File: src/rtl/mem_arbiter.sv
// Two-port (instruction/data) arbiter in front of a single-port word memory.
// Define ARB_ROUND_ROBIN_EN to alternate between ports on contention; otherwise the data port wins.
module mem_arbiter #(
    parameter int AW = 32,
    parameter int DW = 32
) (
    input  logic          clock,
    input  logic          reset,
    input  logic          i_req,
    input  logic [AW-1:0] i_addr,
    output logic          i_ack,
    output logic [DW-1:0] i_rdata,
    output logic          i_err,
    input  logic          d_req,
    input  logic          d_we,
    input  logic [AW-1:0] d_addr,
    input  logic [DW-1:0] d_wdata,
    output logic          d_ack,
    output logic [DW-1:0] d_rdata,
    output logic          d_err,
    output logic          mem_ren,
    output logic          mem_wen,
    output logic [AW-1:0] mem_addr,
    output logic [DW-1:0] mem_din,
    input  logic [DW-1:0] mem_dout
);

    typedef enum logic [1:0] {IDLE, ACC, RESP} state_t;

    localparam logic PORT_I = 1'b0;
    localparam logic PORT_D = 1'b1;

    state_t        state;
    state_t        nextState;
    logic          lastGrant;
    logic          winner;
    logic          anyReq;
    logic          outOfRange;
    logic [AW-1:0] addrReg;
    logic          weReg;
    logic [DW-1:0] wdataReg;
    logic [DW-1:0] iRdataReg;
    logic [DW-1:0] dRdataReg;

    assign anyReq     = i_req | d_req;
    assign outOfRange = |addrReg[AW-1:10];
    assign i_rdata    = iRdataReg;
    assign d_rdata    = dRdataReg;

    // lastGrant doubles as the current owner, so it also steers the ack in RESP.
    always_comb begin
        winner = d_req ? PORT_D : PORT_I;
`ifdef ARB_ROUND_ROBIN_EN
        if (i_req && d_req) begin
            winner = (lastGrant == PORT_D) ? PORT_I : PORT_D;
        end
`endif
    end

    always_ff @(posedge clock or negedge reset) begin
        if (!reset) begin
            state <= IDLE;
        end else begin
            state <= nextState;
        end
    end

    always_ff @(posedge clock or negedge reset) begin
        if (!reset) begin
            lastGrant <= PORT_D;
            addrReg   <= '0;
            weReg     <= 1'b0;
            wdataReg  <= '0;
        end else if (state == IDLE && anyReq) begin
            lastGrant <= winner;
            addrReg   <= (winner == PORT_D) ? d_addr : i_addr;
            weReg     <= (winner == PORT_D) & d_we;
            wdataReg  <= (winner == PORT_D) ? d_wdata : '0;
        end
    end

    // Read data lands in the owner's rdata register; writes and errors leave it alone.
    always_ff @(posedge clock or negedge reset) begin
        if (!reset) begin
            iRdataReg <= '0;
            dRdataReg <= '0;
        end else if (state == ACC && !weReg && !outOfRange) begin
            if (lastGrant == PORT_D) begin
                dRdataReg <= mem_dout;
            end else begin
                iRdataReg <= mem_dout;
            end
        end
    end

    always_comb begin
        nextState = state;
        mem_ren   = 1'b0;
        mem_wen   = 1'b0;
        mem_addr  = '0;
        mem_din   = '0;
        i_ack     = 1'b0;
        d_ack     = 1'b0;
        i_err     = 1'b0;
        d_err     = 1'b0;
        case (state)
            IDLE: begin
                if (anyReq) begin
                    nextState = ACC;
                end
            end
            ACC: begin
                nextState = RESP;
                mem_ren   = !weReg && !outOfRange;
                mem_wen   = weReg && !outOfRange;
                mem_addr  = addrReg;
                mem_din   = wdataReg;
            end
            RESP: begin
                nextState = IDLE;
                i_ack     = (lastGrant == PORT_I);
                d_ack     = (lastGrant == PORT_D);
                i_err     = (lastGrant == PORT_I) && outOfRange;
                d_err     = (lastGrant == PORT_D) && outOfRange;
            end
            default: nextState = IDLE;
        endcase
    end

endmodule

File: config.mk
export PLATFORM = sky130hd
export DESIGN_NAME = mem_arbiter
export DESIGN_NICKNAME = d
export VERILOG_FILES = /design/src/rtl/mem_arbiter.sv
export SDC_FILE = /design/constraint.sdc
export NUM_CORES = 1
export LEC_CHECK = 0
export ABC_AREA = 0
export ABC_CLOCK_PERIOD_IN_PS = 2150
export BUFFER_PORTS_ARGS = -buffer_cell sky130_fd_sc_hd__buf_2
export CAP_MARGIN = 20
export CELL_PAD_IN_SITES_DETAIL_PLACEMENT = 0
export CELL_PAD_IN_SITES_GLOBAL_PLACEMENT = 1
export CORE_UTILIZATION = 30
export CTS_CLUSTER_DIAMETER = 30
export DETAILED_ROUTE_END_ITERATION = 8
export PLACE_DENSITY = 0.69
export SLEW_MARGIN = 20
export SYNTH_ARGS = -nofsm -noshare
export SYNTH_HDL_FRONTEND = slang
export SYNTH_SLANG_ARGS = --single-unit
File: constraint.sdc
create_clock -name clock -period 2.15 [get_ports clock]
set_input_delay 0.43 -clock clock [delete_from_list [all_inputs] [get_ports clock]]
set_output_delay 0.43 -clock clock [all_outputs]
set_load 0.005 [all_outputs]
=== After elaboration in Yosys (flattened, before gate mapping) ===
Index checks and enable logic that the tools add are counted.

* Equality and inequality tests: 3
* Multiplexer cells: 13
* Bitwise gates (word level): 3
* Reduce and logical (&&, ||, !) cells: 13

{| class="wikitable"
|+ Operator list
! cell !! number
|-
| 2-to-1 mux 32 bit || 4
|-
| OR reduction 22 bit || 1
|-
| logical AND 1 bit || 7
|-
| 2-to-1 mux 1 bit || 7
|-
| one-hot mux 2 bit (2 select lines) || 1
|-
| AND reduction 2 bit || 2
|-
| == test 2 x 1 -> 1 bit, second input constant || 1
|-
| == test 2 bit, second input constant || 1
|-
| zero test 1 bit || 2
|-
| zero test 2 bit || 1
|-
| 2-to-1 mux 2 bit || 1
|-
| inequality test 2 bit, second input constant || 1
|-
| bitwise AND 1 bit || 1
|-
| inverter 1 bit || 1
|-
| bitwise OR 1 bit || 1
|}

* Register bits after elaboration: 132
* Input port bits: 133
* Output and inout port bits: 134
* Logic and storage cells: 39

=== Logic depth before layout (Yosys ltp) ===
* Word-level depth: 4
* Mapped depth: 6
* Mapped depth without buffers: 4

=== Least setup slack after synthesis ===
OpenSTA, ideal clock, no wires.

* Kind: flip-flop to flip-flop
* Start: register addrReg[29]
* End: register dRdataReg[10] (netlist: d_rdata[10])
* Setup time: 125 ps
* Data arrival time: 1848 ps
* Required time: 2025 ps
* Path slack: 177 ps
* Stages on the path, launching flop included: 6
* Path buffers: 1
* Period minus slack after synthesis: 1973 ps
* Path through: dfrtp_1 nor4_2 nand4_2 nor4_4 buf_8 mux2_4

* Cells in the longest elaborated chain, start to end: 4

{| class="wikitable"
|+ RTL lines
! what !! RTL line !! text
|-
| start, declared || 39 || <nowiki>logic [AW-1:0] addrReg;</nowiki>
|-
| start signal, assigned || 76 || <nowiki>addrReg <= (winner == PORT_D) ? d_addr : i_addr;</nowiki>
|-
| OR reduction 22 bit || 46 || <nowiki>assign outOfRange = |addrReg[AW-1:10];</nowiki>
|-
| zero test 1 bit || 87 || <nowiki>end else if (state == ACC && !weReg && !outOfRange) begin</nowiki>
|-
| logical AND 1 bit || 87 ||
|-
| AND reduction 2 bit (no line) || - ||
|-
| end signal, assigned || 89 || <nowiki>dRdataReg <= mem_dout;</nowiki>
|-
| end, declared || 43 || <nowiki>logic [DW-1:0] dRdataReg;</nowiki>
|}

Every way passes these cells.
A chain may end at the register's enable or synchronous reset.

=== Worst setup path after layout ===
* Start: register addrReg[31]
* End: output mem_ren

* Cells in the longest elaborated chain, start to end: 4

{| class="wikitable"
|+ RTL lines
! what !! RTL line !! text
|-
| OR reduction 22 bit || 46 ||
|-
| zero test 1 bit || 114 || <nowiki>mem_ren = !weReg && !outOfRange;</nowiki>
|-
| logical AND 1 bit || 114 ||
|-
| 2-to-1 mux 1 bit || 106 || <nowiki>case (state)</nowiki>
|-
| end, declared || 21 || <nowiki>output logic mem_ren,</nowiki>
|}

Every way passes these cells.

==> out/metrics.yaml <==
cts:
  cts_tree: "built"
  cts_root_buffer: "clkbuf_16"
  clk_pin_slew_ns: 0.06
  clock_path_buffers: 2
  cts_inserted_buffers: 17
  clkLatencyLatePin_ns: 0.41
  htree_levels: 4
  clock_sinks: 132
logic_synthesis:
  yosys.area_share.simple_pct: 11.86
  synth_fa_ha_area_share_pct: 0
  synth_compound_area_share_pct: 7.790
  synth_area_um2: 5927
  synth_cell_types: 27
  synth_enable_flop_cells: 0
  ys_seq_area_share_pct: 55.75
  synth-seq-cells: 132
  async_flop_share_pct: 100.0
  synth_top_family_by_area: "multiplexers"
  syn_avg_cell_area_um2: 13.32
  syn-num-nets: 578
  netlist_instances: 445
  synth_ff_type: "dfrtp_1"
  synth.area.mux_share_pct: 21.36
  synthXorXnorAreaFrac_pct: 0
  synth_warnings: 0
drt:
  detail-route-antenna-nets: 0
  dr.pass1.iters: 4
  topRoutingLayerUsed: "met4"
  drc: 0
  m1WireLength_mm: 6.758
  avgViaCountPerCell: 4.426
  drt-initial-drc-count: 113
  dr_wl_met2_mm: 7.837
  routed_wirelength_mm: 15.95
  num_vias: 4444
  wl_met3_mm: 1.109
  routedWlPerCell_um: 15.89
final_layout:
  fill_cells: 1906
  layout_commonest_cell: "buf_2"
  stdcell_area_um2: 8513
  nNetsFinal: 859
  drive_gt1_share_pct: 54.67
  synthToLayoutAreaGrowth_pct: 43.64
  post-route-util_pct: 43.89
  final_cell_mix: "buf_2, dfrtp_1, and2_1"
  diodes: 0
global_route:
  track_usage_pct: 15.42
  grt_max_degree: 67
  grt_pass1_wl_mm: 23.78
  grt_pass1_vias: 4561
  grt_overflow_total: 0
  antenna_found_initial: 0
setup_path:
  worst-setup-path-type: "reg -> out"
  cp.arrival_ns: 1.83
  cp-end-kind: "primary output"
  critPathSlowestCell: "dfrtp_1"
  crit_required_ns: 1.72
  cp-start-kind: "flop"
  cp_slowest_stage_delay_ns: 0.42
  critPathMaxFanout: 3
  path_cells: "nor4_4, nand4_2, buf_4, nor3_4, buf_2"
power_and_ir_drop:
  vdd_drop_max_uv: 476.6
  finalPower_w: 0.008941
  p_leak_nw: 4.590
  power.density_nw_per_um2: 1050
timing:
  finalHoldWorstSlack_ns: 0.2346
  drv_slew: 0
  rsz0062_at_grt: "yes"
  setup_violations: 44
  fin_crit_ns: 2.263
  fin_skew_ns: 0.006231
  worstMarginPinSlew_ns: 0.5088
  fin_ws_ns: -0.1133
  maxSlewHeadroom_pct: 66.08
  max_freq_ghz: 0.4418
  fin_crit_sh_pct: 105.3
  setup-tns-final_ns: -1.978
  finalHoldViolCount: 0
floorplanning:
  die-area_um2: 20320
  die_x_um: 142.6
  rows: 51
  ioPinCount: 267
  core_um2: 19400
  die_y_um: 142.6
  initial_utilization_pct: 30.55
placed_design:
  port_buffers: 266
  hpwl_mm: 11.13
  place_congestion: 0.7184
  placed_area_um2: 7586
run_status:
  violations: "setup timing"
  outcome: "finished, violations left"
hold_path:
  min_path_type: "in -> reg"
job:
  maxCapViolCount: 0
-- flip-flops by register name, summed over array words and instances (netlist names) --
register	cells
weReg	1
i_rdata	32
state	2
d_rdata	32
addrReg	32
lastGrant	1
wdataReg	32
-- Yosys cell counts (3+ instances only) --
master    count  area [µm²]
o21ai_0      32       160.2
clkbuf_1     23       86.33
mux2_2        4       45.04
and2_1       64       400.4
buf_8         6       90.09
nor2_1        3       11.26
a22o_1       33       289.0
nor4_2        3       37.54
nand2_1      33       123.9
mux2i_1      32       320.3
dfrtp_1     131        3278
mux2_4       60       900.9
-- report_power, final --
part,internal (W),switching [W]
sequential,0.00314,0.000463
combinational,0.00120,0.00127
clock,0.00176,0.00111
total,0.00609,0.00285
-- routing by layer --
layer	vias to the layer above	GRT usage, %
li1	2118	-
met1	2136	17.98
met2	176	26.21
met3	14	4.913
met4	0	6.112
met5	-	0
-- kinds of logic (layout without fill, tap and decap cells) --
logic type             count (synthesis)  count (layout)
flip-flops                           132             132
multiplexers                          96              96
buffers and inverters                 33             327
AO/OA/AOI/OAI                         67              67
AND/OR/NAND/NOR                      117             117
-- final cells by class --
type,count,area (µm²),share of cell area [%]
Tap cell,265,331.6,3.895
Clock buffer,19,442.9,5.203
Clock inverter,13,148.9,1.749
Inverter,2,7.507,0.08818
Timing Repair Buffer,293,1750,20.56
Sequential cell,132,3306,38.83
Multi-Input combinational cell,280,2526,29.67
-- critical path: cells and delay by family, from the launching register on --
family,cells,cell delay (ns)
DFF,1,0.42
and+or+nand+nor,3,0.65
buffers and inverters,2,0.35
-- per-stage QoR --
step	worst slack, ns	instances
5_1_grt	-0.2172	1004
3_3_place_gp	0.02363	956
6_report	-0.1133	1004
2_1_floorplan	0.1773	445
4_1_cts	-0.1774	994
3_5_place_dp	0.01036	956
-- what timing repair did --
action	4_1_cts	5_1_grt
setup endpoints to repair	69	104
resized for setup	11	19
hold buffers	1	0
pin swaps	3	7
hold endpoints to repair	46	0
setup buffers	5	6
cloned	0	5
-- worst paths after layout --
check / endpoint / startpoint / slack, ns / cells past startpoint
worst max-delay path: mem_ren / addrReg[31] / -0.11 / 5
worst min-delay path: wdataReg[25] / d_wdata[25] / 0.23 / 2
worst max register to register: d_rdata[23] / addrReg[31] / -0.09 / 8
worst min register to register: addrReg[9] / addrReg[9] / 0.48 / 2
max in group asynchronous: lastGrant / reset / 0.92 / 3
min in group asynchronous: addrReg[18] / reset / 0.58 / 2
(Power assumes the default switching activity.)
